### src/rtl/pipeline_fetch.sv
// RV32 instruction fetch stage: owns the fetch PC, issues in-order word requests to
// instruction memory and buffers returned words for decode, honouring stall and redirect.
module pipeline_fetch #(
  parameter logic [31:0] RESET_PC   = 32'h0000_0000,
  parameter int unsigned FIFO_DEPTH = 4
) (
  input  logic        clk_i,
  input  logic        rst_i,
  output logic        imem_req_o,
  output logic [31:0] imem_addr_o,
  input  logic        imem_gnt_i,
  input  logic        imem_rvalid_i,
  input  logic [31:0] imem_rdata_i,
  input  logic        redirect_i,
  input  logic [31:0] redirect_pc_i,
  input  logic        stall_i,
  output logic        instr_valid_o,
  output logic [31:0] instruction_o,
  output logic [31:0] pc_o,
  output logic [31:0] pcsrc_o
);

  localparam int unsigned PW = $clog2(FIFO_DEPTH);
  localparam int unsigned CW = PW + 1;
  localparam int unsigned SW = CW + 1;
  localparam logic [SW-1:0] DEPTH_C = SW'(FIFO_DEPTH);
  localparam logic [31:0]   NOP_C   = 32'h0000_0013;

  logic [31:0]           fetch_pc_r;
  logic [31:0]           pc_mem_r   [FIFO_DEPTH];
  logic [31:0]           data_mem_r [FIFO_DEPTH];
  logic [FIFO_DEPTH-1:0] filled_r;
  // Pointers carry one wrap bit so that a full buffer and an empty one differ.
  logic [CW-1:0]         head_r;
  logic [CW-1:0]         fill_r;
  logic [CW-1:0]         tail_r;
  logic [CW-1:0]         drop_cnt_r;

  logic [CW-1:0] alloc_cnt_s;
  logic [CW-1:0] unfilled_s;
  logic [CW-1:0] flush_drop_s;
  logic [SW-1:0] credit_s;
  logic [PW-1:0] head_idx_s;
  logic [PW-1:0] fill_idx_s;
  logic [PW-1:0] tail_idx_s;
  logic          outstanding_s;
  logic          grant_s;
  logic          fill_s;
  logic          pop_s;
  logic          head_valid_s;
  logic          unused_pc_bits_s;

  assign unused_pc_bits_s = ^redirect_pc_i[1:0];

  always_comb begin
    alloc_cnt_s   = tail_r - head_r;
    unfilled_s    = tail_r - fill_r;
    head_idx_s    = head_r[PW-1:0];
    fill_idx_s    = fill_r[PW-1:0];
    tail_idx_s    = tail_r[PW-1:0];
    credit_s      = SW'(alloc_cnt_s) + SW'(drop_cnt_r);
    outstanding_s = (drop_cnt_r != CW'(0)) || (unfilled_s != CW'(0));
    imem_req_o    = ~rst_i & ~redirect_i & (credit_s < DEPTH_C);
    imem_addr_o   = fetch_pc_r;
    grant_s       = imem_req_o & imem_gnt_i;
    // A response retires an orphaned request first; only then does it fill the oldest slot.
    fill_s        = ~rst_i & ~redirect_i & imem_rvalid_i &
                    (drop_cnt_r == CW'(0)) & (unfilled_s != CW'(0));
    head_valid_s  = ~rst_i & (alloc_cnt_s != CW'(0)) & filled_r[head_idx_s];
    pop_s         = head_valid_s & ~stall_i & ~redirect_i;
    flush_drop_s  = drop_cnt_r + unfilled_s - CW'(imem_rvalid_i & outstanding_s);
  end

  always_ff @(posedge clk_i) begin
    if (rst_i) begin
      fetch_pc_r <= RESET_PC;
      head_r     <= CW'(0);
      fill_r     <= CW'(0);
      tail_r     <= CW'(0);
      drop_cnt_r <= CW'(0);
      filled_r   <= {FIFO_DEPTH{1'b0}};
    end else if (redirect_i) begin
      fetch_pc_r <= {redirect_pc_i[31:2], 2'b00};
      head_r     <= tail_r;
      fill_r     <= tail_r;
      drop_cnt_r <= flush_drop_s;
    end else begin
      if (grant_s) begin
        fetch_pc_r           <= fetch_pc_r + 32'd4;
        tail_r               <= tail_r + CW'(1);
        filled_r[tail_idx_s] <= 1'b0;
      end
      if (pop_s) begin
        head_r <= head_r + CW'(1);
      end
      if (fill_s) begin
        fill_r               <= fill_r + CW'(1);
        filled_r[fill_idx_s] <= 1'b1;
      end
      if (imem_rvalid_i && (drop_cnt_r != CW'(0))) begin
        drop_cnt_r <= drop_cnt_r - CW'(1);
      end
    end
  end

  always_ff @(posedge clk_i) begin
    if (grant_s) begin
      pc_mem_r[tail_idx_s] <= fetch_pc_r;
    end
    if (fill_s) begin
      data_mem_r[fill_idx_s] <= imem_rdata_i;
    end
  end

  always_comb begin
    instr_valid_o = head_valid_s;
    if (head_valid_s) begin
      instruction_o = data_mem_r[head_idx_s];
      pc_o          = pc_mem_r[head_idx_s];
      pcsrc_o       = pc_mem_r[head_idx_s] + 32'd4;
    end else begin
      instruction_o = NOP_C;
      pc_o          = 32'h0000_0000;
      pcsrc_o       = 32'h0000_0004;
    end
  end

endmodule

### config.mk
export PLATFORM = sky130hd
export DESIGN_NAME = pipeline_fetch
export DESIGN_NICKNAME = d
export VERILOG_FILES = /design/src/rtl/pipeline_fetch.sv
export SDC_FILE = /design/constraint.sdc
export NUM_CORES = 1
export LEC_CHECK = 0
export BUFFER_PORTS_ARGS = -buffer_cell sky130_fd_sc_hd__buf_4
export CAP_MARGIN = 0
export CORE_MARGIN = 2
export CORE_UTILIZATION = 40
export CTS_BUF_LIST = sky130_fd_sc_hd__clkbuf_16
export CTS_CLUSTER_SIZE = 25
export DETAILED_ROUTE_END_ITERATION = 6
export GPL_TIMING_DRIVEN = 1
export PLACE_DENSITY = 0.7
export SYNTH_ARGS = -nofsm -noshare
export SYNTH_HDL_FRONTEND = slang
export SYNTH_SLANG_ARGS = --single-unit
### constraint.sdc
create_clock -name clk_i -period 11.5 [get_ports clk_i]
set_input_delay 0.575 -clock clk_i [delete_from_list [all_inputs] [get_ports clk_i]]
set_output_delay 0.575 -clock clk_i [all_outputs]
set_load 0.01 [all_outputs]
# Yosys cells after proc, flatten, opt, wreduce, memory -nomap -nowiden
# Memory sizes are Yosys's and may differ from the RTL's. A register that Yosys moved wholly into a read port is not among the register bits.
# Cells that the tools add are included.
dict set report word_totals {
  inputBits 70
  regBits 48
  ramBits 256
  n_memories 2
}
# name words word_bits rd rd_clocked_by_memory_dff write_ports line
set mem_list {}
lappend mem_list {data_mem_r 4 32 1 1 1 31} ;# logic [31:0] data_mem_r [FIFO_DEPTH];
lappend mem_list {pc_mem_r 4 32 1 1 1 30} ;# logic [31:0] pc_mem_r [FIFO_DEPTH];
dict set report op_classes {
  n_reduce_logical 14
  n_lt_le_gt_ge 6
  n_bitwise 17
  addsub 11
  muxes 29
}
# op count
set op_table {}
lappend op_table {{two-way mux 32 bit} 5}
lappend op_table {{adder 32 x 3 -> 32 bit, second input constant} 2}
lappend op_table {{two-way mux 3 bit} 6}
lappend op_table {{two-way mux 4 bit} 4}
lappend op_table {{AND 1 bit} 11}
lappend op_table {{adder 3 x 1 -> 3 bit, second input constant} 3}
lappend op_table {{< comparator 2 x 3 -> 1 bit, second input constant} 3}
lappend op_table {{nonzero test 3 bit} 3}
lappend op_table {{two-way mux 2 bit} 4}
lappend op_table {{nonzero test 2 bit} 4}
lappend op_table {{two-way mux 1 bit} 7}
lappend op_table {{subtractor 3 bit} 2}
lappend op_table {{adder 3 x 3 -> 4 bit} 1}
lappend op_table {{AND 4 bit} 1}
lappend op_table {{demux 1 bit (select 2 bit)} 2}
lappend op_table {{>= comparator 2 x 1 -> 1 bit, second input constant} 2}
lappend op_table {{< comparator 4 x 3 -> 1 bit, second input constant} 1}
lappend op_table {{inverter 4 bit} 1}
lappend op_table {{bitwise OR 4 bit} 1}
lappend op_table {{adder 3 bit} 1}
lappend op_table {{logical AND 1 bit} 3}
lappend op_table {{logical NOT 3 bit} 1}
lappend op_table {{inverter 1 bit} 3}
lappend op_table {{subtractor 3 x 1 -> 3 bit} 1}
lappend op_table {{5 further kinds} 5}

# Depth between registers and ports, before layout
# Gate-level depths: netlist of run 1.
dict set report logic_depth {
  ltp_word 11
  mapped_depth 15
  ltp_nobuf 15
}

# Least setup slack after synthesis of run 1
# No wires, ideal clock.
dict set report synth_path {
  path_kind {register -> register}
  from {reg tail_r[0]}
  to {mem pc_mem_r[0][10] (enable)}
  path_stages_with_launch 14
  path_buffers 3
  t_arrival_ns 3.418
  setup_slack_ns 7.698
  setup_ns 0.385
  cell_sequence {dfxtp_1 inv_1 ha_1 inv_1 fa_1 xnor3_1 ha_1 nor3_1 and4_1 clkbuf_1 clkbuf_1 buf_1 nand2_1 inv_1}
}
dict set report synth_between {
  elab_chain_cells 7
}
# item line
set synth_lines {}
lappend synth_lines {{start, declared} 36} ;# logic [CW-1:0] tail_r;
lappend synth_lines {{start signal, assigned} 90} ;# tail_r <= tail_r + CW'(1);
lappend synth_lines {{subtractor 3 bit} 56} ;# alloc_cnt_s = tail_r - head_r;
lappend synth_lines {{adder 3 x 3 -> 4 bit} 61} ;# credit_s = SW'(alloc_cnt_s) + SW'(drop_cnt_r);
lappend synth_lines {{< comparator 4 x 3 -> 1 bit} 63} ;# imem_req_o = ~rst_i & ~redirect_i & (credit_s < DEPTH_C);
lappend synth_lines {{AND 1 bit} 63}
lappend synth_lines {{AND 1 bit} 65} ;# grant_s = imem_req_o & imem_gnt_i;
lappend synth_lines {{two-way mux 1 bit} 107} ;# if (grant_s) begin
lappend synth_lines {{two-way mux 1 bit (implied by the code)} 108} ;# pc_mem_r[tail_idx_s] <= fetch_pc_r;
lappend synth_lines {{end, declared} 30}
# Parallel ways exist; a longest one is shown, timed or not.

==> metrics.log, run 1 <==
INFO  metric worst_hold_path_type = in2reg
INFO  metric synth_largest_type_area_fraction = 56.6%
INFO  metric fin_crit = 4.54 ns
INFO  metric ys_seq_elements = 296
INFO  metric cts_setup_buffers = 0
INFO  metric rsz0062_at_grt = no
INFO  metric cts-root-to-sink-buffers = 3
INFO  metric cts_inserted_buffers = 28
INFO  metric clock_tree_from_tritoncts = done
INFO  metric wl_per_cell = 19.9 microns
INFO  metric grt_remaining_overflow = 0
INFO  metric syn-cell-area = 13200 sq um
INFO  metric drc = 0
INFO  metric worst_slew_margin_relative_to_its_limit = 17.3%
INFO  metric drtPass1Iterations = 5
INFO  metric row_count = 66
INFO  metric critical_path.n_buffers_inverters = 1
INFO  metric cts_hold_repair.buffers = 0
INFO  metric fin_skew = 0.0167 ns
INFO  metric drt-initial-drc-count = 836
INFO  metric grt_antenna_before_repair = 0
INFO  metric insertedDiodeCount = 0
INFO  metric timing.critical_path.from_type = flop
INFO  metric worstSetupEndpointType = primary output
INFO  metric worst_setup_hold_path_clk_slew = 0.06 ns
INFO  metric fill_cell_total_of_the_finished_layout = 2748
INFO  metric path_class = reg2out
INFO  metric maxCapViolCount = 0
INFO  metric synthesis.yosys.warnings = 0
INFO  metric critPathRequiredTime = 10.93 ns
INFO  metric yosys.cell_types.count = 59
INFO  metric vias_in_the_first_global_route = 8094
INFO  metric ys_top_cells_by_count = edfxtp_1 (248), nor2_1 (56), nor2b_1 (55), nand2_1 (53)
INFO  metric synthTopCellsByArea = edfxtp_1 (57%), mux4_2 (8.2%), dfxtp_1 (7.3%)
INFO  metric die_h = 185 microns
INFO  metric synth_cells = 888
INFO  metric timing.reg2reg.setup_slack = 7.66 ns
INFO  metric synth-edff-count = 248
INFO  metric synth.most_common_cell = edfxtp_1
INFO  metric wirelength = 30.6 mm
INFO  metric p_leak = 5.59 nW
INFO  metric postCtsResizedCells = 0
INFO  metric detailroute.via_count = 8234
INFO  metric fin_tns_setup = 0 ns
INFO  metric setup_violations = 0
INFO  metric fin_cells = 1535
INFO  metric hold_violations = 0
INFO  metric layout-area-overhead-vs-synth = 20.8%
INFO  metric global_route_wire_length_before_repair = 46.5 mm
INFO  metric drt-vias-per-instance = 5.36
INFO  metric outcome = completed
INFO  metric clock-root-buffer = clkbuf_16
INFO  metric cts_htree_levels = 1
INFO  metric worstPathArrival = 3.96 ns
INFO  metric grt_max_degree = 58
INFO  metric num-nets-final = 1164
INFO  metric core_area = 32500 sq um
INFO  metric ir_drop = 0.000100 V
INFO  metric antenna_left = 0
INFO  metric timing_max_transition_violations_final = 0
INFO  metric drive_gt1_share = 29.9%
INFO  metric worst_pin_slew = 1.23 ns
INFO  metric ys.flop_type = edfxtp_1
INFO  metric io_pins = 200
INFO  metric layout_worst_path_cycle_share = 39.5%
INFO  metric dp.cells = 1483
INFO  metric critical_path.top_delay_family = simple AND/OR/NAND/NOR gates
INFO  metric yosysSeqAreaShare = 63.9%
INFO  metric critical_path.max_fanout = 35
INFO  metric clk-insertion-delay-late = 0.54 ns
INFO  metric async_flop_share = 0%
INFO  metric critical-path-slowest-cell = nor4_1
INFO  metric pwr_density_cell = 150 nW/um^2
INFO  metric port-buffer-count = 191
INFO  metric design.die.area = 34400 sq um
INFO  metric global_route.usage.total = 17.6%
INFO  metric die_x = 185 microns
INFO  metric synth_largest_area_cell = edfxtp_1
INFO  metric max_freq = 0.220 GHz
INFO  metric cp_cell_sequence = mux4_1 -> nand4_2 -> nor4_1 -> and3_1 -> mux2_1 -> buf_4
INFO  metric floorplan.initialDensity = 40.6%
INFO  metric tritoncts_num_sinks = 296
INFO  metric worst_path_largest_cell_delay = 0.99 ns
INFO  metric finalPower = 0.00238 W
INFO  metric post-dp-hpwl = 19.8 mm
INFO  metric post_synth.cell_area_avg = 14.8 sq um
INFO  metric finalWeightedCongestion = 0.836
-- power breakdown --
group	total [W]	internal (W)	switching (W)
Sequential	0.00123	0.00119	0.0000347
Clock	0.000900	0.000515	0.000385
Combinational	0.000252	0.000119	0.000134
-- path summary, 6_finish.rpt --
path | endpoint | cells after the start | from
setup / recovery | pcsrc_o[29] | 6 | flop
hold reg to reg | filled_r[1] | 1 | filled_r[1]
setup reg to reg | pc_mem_r[3][24] | 12 | tail_r[0]
hold / removal | data_mem_r[3][21] | 1 | imem_rdata_i[21]
-- layout make-up --
class	count	area (sq um)	area share, %
flip-flops and latches	296	8410	52.9
multi-input cells	515	4410	27.7
repair buffers	201	1510	9.49
clock buffers	30	751	4.72
well taps	442	553	3.48
clock inverters	22	159	0.999
inverters	29	109	0.684
-- layer usage --
metal / up-vias / GRT usage (%) / wire, microns
met5: - / 0 / 0
met2: 242 / 29.4 / 15000
met3: 47 / 3.13 / 1800
met1: 4164 / 23.7 / 13100
met4: 0 / 5.08 / 648
li1: 3781 / - / -
-- cells by family (layout without fill, tap and decap cells) --
kind of cell / Yosys count / in the layout / share of synthesized area [%]
AO/OA/AOI/OAI: 105 / 105 / 5.06
XOR/XNOR: 26 / 26 / 1.94
buffers and inverters: 82 / 282 / 2.98
flip-flops: 296 / 296 / 63.9
AND/OR/NAND/NOR: 276 / 276 / 11.2
other: 1 / 6 / 0.0285
multiplexers: 79 / 79 / 12.5
adder cells (fa/ha/maj): 23 / 23 / 2.36
-- flip-flops by register name (all words and copies together), names as in the netlist, named ones only --
| register | cells |
|---|---|
| imem_addr_o | 30 |
| head_r | 3 |
| pc_mem_r | 120 |
| drop_cnt_r | 3 |
| data_mem_r | 128 |
| tail_r | 3 |
| filled_r | 4 |
| fill_r | 3 |
-- placed cells by master, fill, tap and decap left out, drive strengths merged, types with 5 or more instances in the layout --
master and n:
a21oi 35, a31oi 14, and2 9, and3 11
and4 10, buf 201, clkbuf 30, clkinv 15
conb 6, dfxtp 48, edfxtp 248, ha 20
inv 32, mux2 13, mux4 63, nand2 53
nand3 21, nand4 18, nor2 56, nor2b 55
nor3 14, nor4 5, o211ai 5, o21ai 19
or3 9, xnor2 15, xor2 9
-- stage by stage --
| step | util [%] | instance area [sq um] | hold WS, ns | worst slack (ns) |
|---|---|---|---|---|
| after floorplan | - | 13200 | 0.456 | 7.70 |
| after global placement | 46.2 | 15000 | 0.470 | 7.59 |
| after detailed placement | 46.2 | 15000 | 0.477 | 7.55 |
| after CTS | 49.0 | 15900 | 0.213 | 6.96 |
| after global routing | 49.0 | 15900 | 0.215 | 6.85 |
| final | 49.0 | 15900 | 0.243 | 6.96 |
Power figures use the tool's default switching activity.
==> run 2, diff against run 1 <==
--- a/config.mk
+++ b/config.mk
@@ -13,7 +13,7 @@
 export CTS_CLUSTER_SIZE = 25
 export DETAILED_ROUTE_END_ITERATION = 6
 export GPL_TIMING_DRIVEN = 1
-export PLACE_DENSITY = 0.7
+export PLACE_DENSITY = 0.72
 export SYNTH_ARGS = -nofsm -noshare
 export SYNTH_HDL_FRONTEND = slang
 export SYNTH_SLANG_ARGS = --single-unit
==> constraint.sdc (replaced) <==
create_clock -name clk_i -period 3.9 [get_ports clk_i]
set_input_delay 0.195 -clock clk_i [delete_from_list [all_inputs] [get_ports clk_i]]
set_output_delay 0.195 -clock clk_i [all_outputs]
set_load 0.01 [all_outputs]
==> metrics.log, run 2 (same netlist as run 1, synthesis figures left out) <==
INFO  metric outcome = completed (unchanged)
INFO  metric global_route_wire_length_before_repair = 47.5 mm (was 46.5 mm)
INFO  metric drt-vias-per-instance = 5.28 (was 5.36)
INFO  metric layout-area-overhead-vs-synth = 26.4% (was 20.8%)
INFO  metric ff2ff_path_depth = 12 (unchanged)
INFO  metric cts_inserted_buffers = 29 (was 28)
INFO  metric p_leak = 5.92 nW (was 5.59 nW)
INFO  metric worst_setup_hold_path_clk_slew = 0.06 ns (about the same)
INFO  metric post-dp-hpwl = 20.0 mm (was 19.8 mm)
INFO  metric io_pins = 200 (unchanged)
INFO  metric design.die.area = 34400 sq um (unchanged)
INFO  metric cp_cell_sequence = buf_4 -> mux4_1 -> and4_1 -> nand3_1 -> nor4_1 -> mux2_2 -> buf_4 (was mux4_1 -> nand4_2 -> nor4_1 -> and3_1 -> mux2_1 -> buf_4)
INFO  metric hold_depth = 3 (was 1)
INFO  metric place_area = 15100 sq um (was 15000 sq um)
INFO  metric cts-root-to-sink-buffers = 3 (unchanged)
INFO  metric num-nets-final = 1234 (was 1164)
INFO  metric timing.critical_path.from_type = flop (unchanged)
INFO  metric drive_gt1_share = 28.5% (was 29.9%)
INFO  metric fin_tns_setup = 0 ns (unchanged)
INFO  metric hold_violations = 0 (unchanged)
INFO  metric rsz0062_at_grt = no (unchanged)
INFO  metric r2r_start = tail_r[0] (unchanged)
INFO  metric cp_common_cell = buf_4
INFO  metric die_h = 185 microns (unchanged)
INFO  metric critical_path.max_fanout = 19 (was 35)
INFO  metric floorplan.initialDensity = 40.6% (unchanged)
INFO  metric drtPass1Iterations = 5 (unchanged)
INFO  metric critical_path.n_buffers_inverters = 2 (was 1)
INFO  metric hold_path.startpoint = redirect_pc_i[26] (was imem_rdata_i[21])
INFO  metric drt-initial-drc-count = 658 (was 836)
INFO  metric worstPathArrival = 3.49 ns (was 3.96 ns)
INFO  metric port-buffer-count = 191 (unchanged)
INFO  metric antenna_left = 0 (unchanged)
INFO  metric max_freq = 0.271 GHz
INFO  metric final_design_area_no_fill = 16600 sq um (was 15900 sq um)
INFO  metric maxCapViolCount = 0 (unchanged)
INFO  metric worst_hold_path_type = in2reg (unchanged)
INFO  metric clock-root-buffer = clkbuf_16 (unchanged)
INFO  metric fin_cells = 1603 (was 1535)
INFO  metric vias_in_the_first_global_route = 8561 (was 8094)
INFO  metric largest_register_ffs = 128 (unchanged)
INFO  metric fin_skew = 0.0109 ns (was 0.0167 ns)
INFO  metric wl_per_cell = 19.4 microns (was 19.9 microns)
INFO  metric critical_path.top_delay_family = simple AND/OR/NAND/NOR gates (unchanged)
INFO  metric wirelength = 31.0 mm (was 30.6 mm)
INFO  metric ir_drop = 0.000339 V (was 0.000100 V)
INFO  metric grt_max_degree = 94 (was 58)
INFO  metric setup_violations = 0 (unchanged)
INFO  metric crit_cells = 7 (was 6)
INFO  metric critical-path-slowest-cell = dfxtp_2 (was nor4_1)
INFO  metric row_count = 66 (unchanged)
INFO  metric global_route.usage.total = 17.9% (was 17.6%)
INFO  metric mostFrequentLayoutCell = edfxtp_1 (unchanged)
INFO  metric worstSetupEndpointType = primary output (unchanged)
INFO  metric path_class = reg2out (unchanged)
INFO  metric layout.cells.most_common_list = edfxtp_1 (248), buf_4 (203), dlygate4sd3_1 (60) (was edfxtp_1 (248), buf_4 (201), nor2_1 (56))
INFO  metric layout_worst_path_cycle_share = 94.6%
INFO  metric clk-insertion-delay-late = 0.53 ns (was 0.54 ns)
INFO  metric grt_remaining_overflow = 0 (unchanged)
INFO  metric postCtsResizedCells = 0 (unchanged)
INFO  metric tritoncts_num_sinks = 296 (unchanged)
INFO  metric cts_htree_levels = 1 (unchanged)
INFO  metric worst_path_largest_cell_delay = 0.64 ns (was 0.99 ns)
INFO  metric drc = 0 (unchanged)
INFO  metric worst_pin_slew = 1.07 ns (was 1.23 ns)
INFO  metric fill_cell_total_of_the_finished_layout = 2633 (was 2748)
INFO  metric finalWeightedCongestion = 0.819 (was 0.836)
INFO  metric core_area = 32500 sq um (unchanged)
INFO  metric detailroute.via_count = 8462 (was 8234)
INFO  metric timing_max_transition_violations_final = 0 (unchanged)
INFO  metric dp.cells = 1492 (was 1483)
INFO  metric critPathRequiredTime = 3.70 ns (was 10.93 ns)
INFO  metric clock_tree_from_tritoncts = done (unchanged)
INFO  metric die_x = 185 microns (unchanged)
INFO  metric pwr_density_cell = 424 nW/um^2 (was 150 nW/um^2)
INFO  metric largest-register = data_mem_r (unchanged)
INFO  metric fin_hold_ws = 0.0259 ns (was 0.243 ns)
INFO  metric grt_antenna_before_repair = 1 (was 0)
INFO  metric worst_slew_margin_relative_to_its_limit = 28.2% (was 17.3%)
INFO  metric finalPower = 0.00706 W (was 0.00238 W)
INFO  metric fin_crit = 3.69 ns
## run 2: cell types whose count changed in the layout (fill, tap and decap cells not counted)
cell,delta
clkbuf_16,-1
inv_1,+1
clkinv_4,-1
a41oi_1,+1
clkinv_2,-2
buf_12,+7
clkinv_1,+1
diode_2,+1
bufinv_16,+1
dlygate4sd3_1,+60
a41oi_2,-1
inv_4,-1
buf_4,+2
## run 2: metrics by stage
stage,util [%],setup WS (ns)
2_1_floorplan,-,0.0978
3_3_place_gp,46.7,0.615
3_5_place_dp,46.7,0.530
4_1_cts,51.3,0.143
5_1_grt,51.3,0.000174
6_report,51.3,0.210
## run 2: worst paths after layout
path                            slack (ns)               to
worst min register to register        0.49      filled_r[3]
worst min-delay path                  0.03  imem_addr_o[26]
worst max-delay path                  0.21      pcsrc_o[28]
worst max register to register        0.52  imem_addr_o[25]
## run 2: where the power goes
part | switching [W] | internal (W) | leakage (nW)
clock network | 0.00110 | 0.00154 | 0.448
registers | 0.0000959 | 0.00351 | 2.65
logic | 0.000409 | 0.000398 | 2.82
total | 0.00161 | 0.00545 | 5.92
## run 2: cell type report
cell class	count	area, sq um	share of cell area [%]
flip-flops and latches	296	8410	50.5
multi-input cells	515	4400	26.5
repair buffers	270	2260	13.6
clock buffers	29	726	4.36
well taps	442	553	3.32
clock inverters	21	171	1.03
inverters	29	109	0.654
diodes	1	2.50	0.0150
## run 2: worst reg2reg max path: cells and delay by family (launching register included)
family / cells / cell delay (ns)
DFF: 1 / 0.35
adders and majority gates: 3 / 0.79
buffers and inverters: 3 / 0.42
xor gates and xnor gates: 1 / 0.31
AOI/OAI and AO/OA: 1 / 0.16
and+or+nand+nor: 4 / 1.28
## run 2: per-layer routing
| layer | share of wire [%] | vias to the layer above | wire [microns] | track usage [%] |
|---|---|---|---|---|
| li1 | - | 3923 | - | - |
| met5 | 0 | - | 0 | 0 |
| met2 | 51 | 247 | 15700 | 30.8 |
| met1 | 43 | 4243 | 13200 | 23.8 |
| met4 | 2.3 | 0 | 721 | 5.43 |
| met3 | 4.5 | 49 | 1390 | 2.03 |
## run 2: timing repair
action / 4_1_cts / 5_1_grt
hold buffers: 60 / 0
setup buffers: 0 / 0
hold endpoints to repair: 156 / 0
==> run 3, diff against run 2 <==
==> constraint.sdc (replaced) <==
create_clock -name clk_i -period 3.9 [get_ports clk_i]
set_input_delay 0.39 -clock clk_i [delete_from_list [all_inputs] [get_ports clk_i]]
set_output_delay 0.39 -clock clk_i [all_outputs]
set_load 0.01 [all_outputs]
==> metrics.log, run 3 (same netlist as run 1, synthesis figures left out) <==
INFO  metric detailroute.via_count = 8290 (was 8462)
INFO  metric worst_slew_margin_relative_to_its_limit = 49.1% (was 28.2%)
INFO  metric outcome = completed (unchanged)
INFO  metric maxCapViolCount = 0 (unchanged)
INFO  metric setup_violations = 0 (unchanged)
INFO  metric largest_register_ffs = 128 (unchanged)
INFO  metric global_route_wire_length_before_repair = 46.5 mm (was 47.5 mm)
INFO  metric grt_antenna_before_repair = 0 (was 1)
INFO  metric net-switching-power = 0.00169 W (was 0.00161 W)
INFO  metric drt-initial-drc-count = 824 (was 658)
INFO  metric final_design_area_no_fill = 16200 sq um (was 16600 sq um)
INFO  metric cts_htree_levels = 1 (unchanged)
INFO  metric worst_hold_path_type = in2reg (unchanged)
INFO  metric wl_per_cell = 20.0 microns (was 19.4 microns)
INFO  metric fin_crit = 3.74 ns (was 3.69 ns)
INFO  metric dp.cells = 1495 (was 1492)
INFO  metric post-dp-hpwl = 20.1 mm (was 20.0 mm)
INFO  metric global_route.usage.total = 17.6% (was 17.9%)
INFO  metric fin_cells = 1547 (was 1603)
INFO  metric multi_input_comb_area = 4420 sq um (was 4400 sq um)
INFO  metric pwr_density_cell = 457 nW/um^2 (was 424 nW/um^2)
INFO  metric row_count = 66 (unchanged)
INFO  metric drive_gt1_share = 31.4% (was 28.5%)
INFO  metric die_h = 185 microns (unchanged)
INFO  metric port-buffer-count = 191 (unchanged)
INFO  metric die_x = 185 microns (unchanged)
INFO  metric floorplan.initialDensity = 40.6% (unchanged)
INFO  metric fill_cell_total_of_the_finished_layout = 2737 (was 2633)
INFO  metric worstSetupEndpointType = primary output (unchanged)
INFO  metric drt-vias-per-instance = 5.36 (was 5.28)
INFO  metric crit_path_setup_slack_layout = 0.162 ns (was 0.210 ns)
INFO  metric fin_skew = 0.0287 ns (was 0.0109 ns)
INFO  metric power.share.sequential = 48.6% (was 51.1%)
INFO  metric cts_setup_buffers = 0 (unchanged)
INFO  metric pwr-share-comb = 10.3% (was 11.4%)
INFO  metric hold_violations = 0 (unchanged)
INFO  metric core_area = 32500 sq um (unchanged)
INFO  metric p_leak = 5.74 nW (was 5.92 nW)
INFO  metric swShare = 22.8% (about the same)
INFO  metric place_ws = 0.395 ns (was 0.530 ns)
INFO  metric io_pins = 200 (unchanged)
INFO  metric cts-root-to-sink-buffers = 3 (unchanged)
INFO  metric critPathRequiredTime = 3.51 ns (was 3.70 ns)
INFO  metric insertedDiodeCount = 0 (was 1)
INFO  metric place_area = 15200 sq um (was 15100 sq um)
INFO  metric worst_setup_hold_path_clk_slew = 0.07 ns (was 0.06 ns)
INFO  metric worstPathArrival = 3.35 ns (was 3.49 ns)
INFO  metric cts_inserted_buffers = 28 (was 29)
INFO  metric finalPower = 0.00741 W (was 0.00706 W)
INFO  metric clk-insertion-delay-late = 0.55 ns (was 0.53 ns)
INFO  metric grt_max_degree = 94 (unchanged)
INFO  metric critical-path-slowest-cell = dfxtp_4 (was dfxtp_2)
INFO  metric timing.reg2reg.setup_slack = 0.29 ns (was 0.52 ns)
INFO  metric cts_hold_repair.buffers = 0 (was 60)
INFO  metric worst_pin_slew = 0.758 ns (was 1.07 ns)
INFO  metric clk_pwr_share = 41.1% (was 37.4%)
INFO  metric critical_path.top_delay_family = simple AND/OR/NAND/NOR gates (unchanged)
INFO  metric finalWeightedCongestion = 0.864 (was 0.819)
INFO  metric antenna_left = 0 (unchanged)
INFO  metric layout.cells.most_common_list = edfxtp_1 (248), buf_4 (205), nor2_1 (56) (was edfxtp_1 (248), buf_4 (203), dlygate4sd3_1 (60))
INFO  metric ir_drop = 0.000346 V (was 0.000339 V)
INFO  metric clock_tree_from_tritoncts = done (unchanged)
INFO  metric layout_worst_path_cycle_share = 95.9% (was 94.6%)
INFO  metric path_class = reg2out (unchanged)
INFO  metric final-seq-area = 8410 sq um (unchanged)
INFO  metric worst_path_largest_cell_delay = 0.53 ns (was 0.64 ns)
INFO  metric design.die.area = 34400 sq um (unchanged)
INFO  metric cellInternalPower = 0.00573 W (was 0.00545 W)
INFO  metric tritoncts_num_sinks = 296 (unchanged)
INFO  metric largest-register = data_mem_r (unchanged)
INFO  metric mostFrequentLayoutCell = edfxtp_1 (unchanged)
INFO  metric critical_path.max_fanout = 16 (was 19)
INFO  metric clock-root-buffer = clkbuf_16 (unchanged)
INFO  metric cp_cell_sequence = mux4_1 -> ha_1 -> and4_1 -> nand3_2 -> nor4_2 -> mux2_2 -> buf_4 (was buf_4 -> mux4_1 -> and4_1 -> nand3_1 -> nor4_1 -> mux2_2 -> buf_4)
INFO  metric drtPass1Iterations = 5 (unchanged)
INFO  metric drc = 0 (unchanged)
INFO  metric grt_remaining_overflow = 0 (unchanged)
INFO  metric timing_max_transition_violations_final = 0 (unchanged)
INFO  metric layout-area-overhead-vs-synth = 23.3% (was 26.4%)
INFO  metric vias_in_the_first_global_route = 8116 (was 8561)
INFO  metric wirelength = 30.9 mm (was 31.0 mm)
INFO  metric critical_path.n_buffers_inverters = 1 (was 2)
INFO  metric timing.critical_path.from_type = flop (unchanged)
INFO  metric num-nets-final = 1176 (was 1234)
INFO  metric max_freq = 0.267 GHz (was 0.271 GHz)
run 3: metal layers:
layer,GRT usage (%),up-vias,wire length (microns)
met5,0,-,0
met4,4.54,0,634
met3,3.20,60,1960
met2,30.1,273,15600
met1,23.1,4140,12800
li1,-,3817,-
run 3: worst register-to-register path, stage by stage, from the launching register on:
cell and delay (ns):
dfxtp_1 0.36, inv_1 0.15, ha_1 0.16, inv_1 0.05, fa_1 0.36, xnor3_1 0.30, ha_1 0.26, nor3_1 0.29
and4_1 0.57, buf_4 0.33, nand3_1 0.18, or3_1 0.36, a31oi_1 0.18
run 3: cell type report:
cell class | count | area share, %
Clock buffer | 28 | 4.32
Tap cell | 442 | 3.41
Sequential cell | 296 | 51.8
Clock inverter | 24 | 2.16
Multi-Input combinational cell | 515 | 27.2
Inverter | 29 | 0.670
Timing Repair Buffer | 213 | 10.4
run 3: final timing paths:
path | startpoint | endpoint | cells after the start
worst max-delay path | flop | pcsrc_o[28] | 7
worst min-delay path | imem_rdata_i[29] | data_mem_r[3][29] | 1
worst max register to register | tail_r[0] | imem_addr_o[19] | 12
worst min register to register | filled_r[3] | filled_r[3] | 1
run 3: per-stage QoR:
step	hold WS [ns]	util, %	TNS, ns
after detailed placement	0.472	46.7	0
final	0.0405	50.0	0
after global routing	0.0245	50.0	-0.0311
after floorplan	0.456	-	0
after global placement	0.462	46.7	0
after CTS	0.0169	50.0	0
run 3: repair_timing:
action / CTS / global route
pin swaps: 0 / 0
resized for setup: 1 / 4
endpoints found under the hold margin: 0 / 0
setup endpoints to repair: 4 / 3
run 3: power by group through the flow:
stage	logic (W)	clock network [W]	registers (W)
floorplan	0.000507	0	0.00364
global placement	0.000753	0	0.00366
detailed placement	0.000767	0	0.00367
CTS	0.000770	0.00309	0.00360
global route	0.000851	0.00322	0.00361
finish	0.000765	0.00305	0.00360
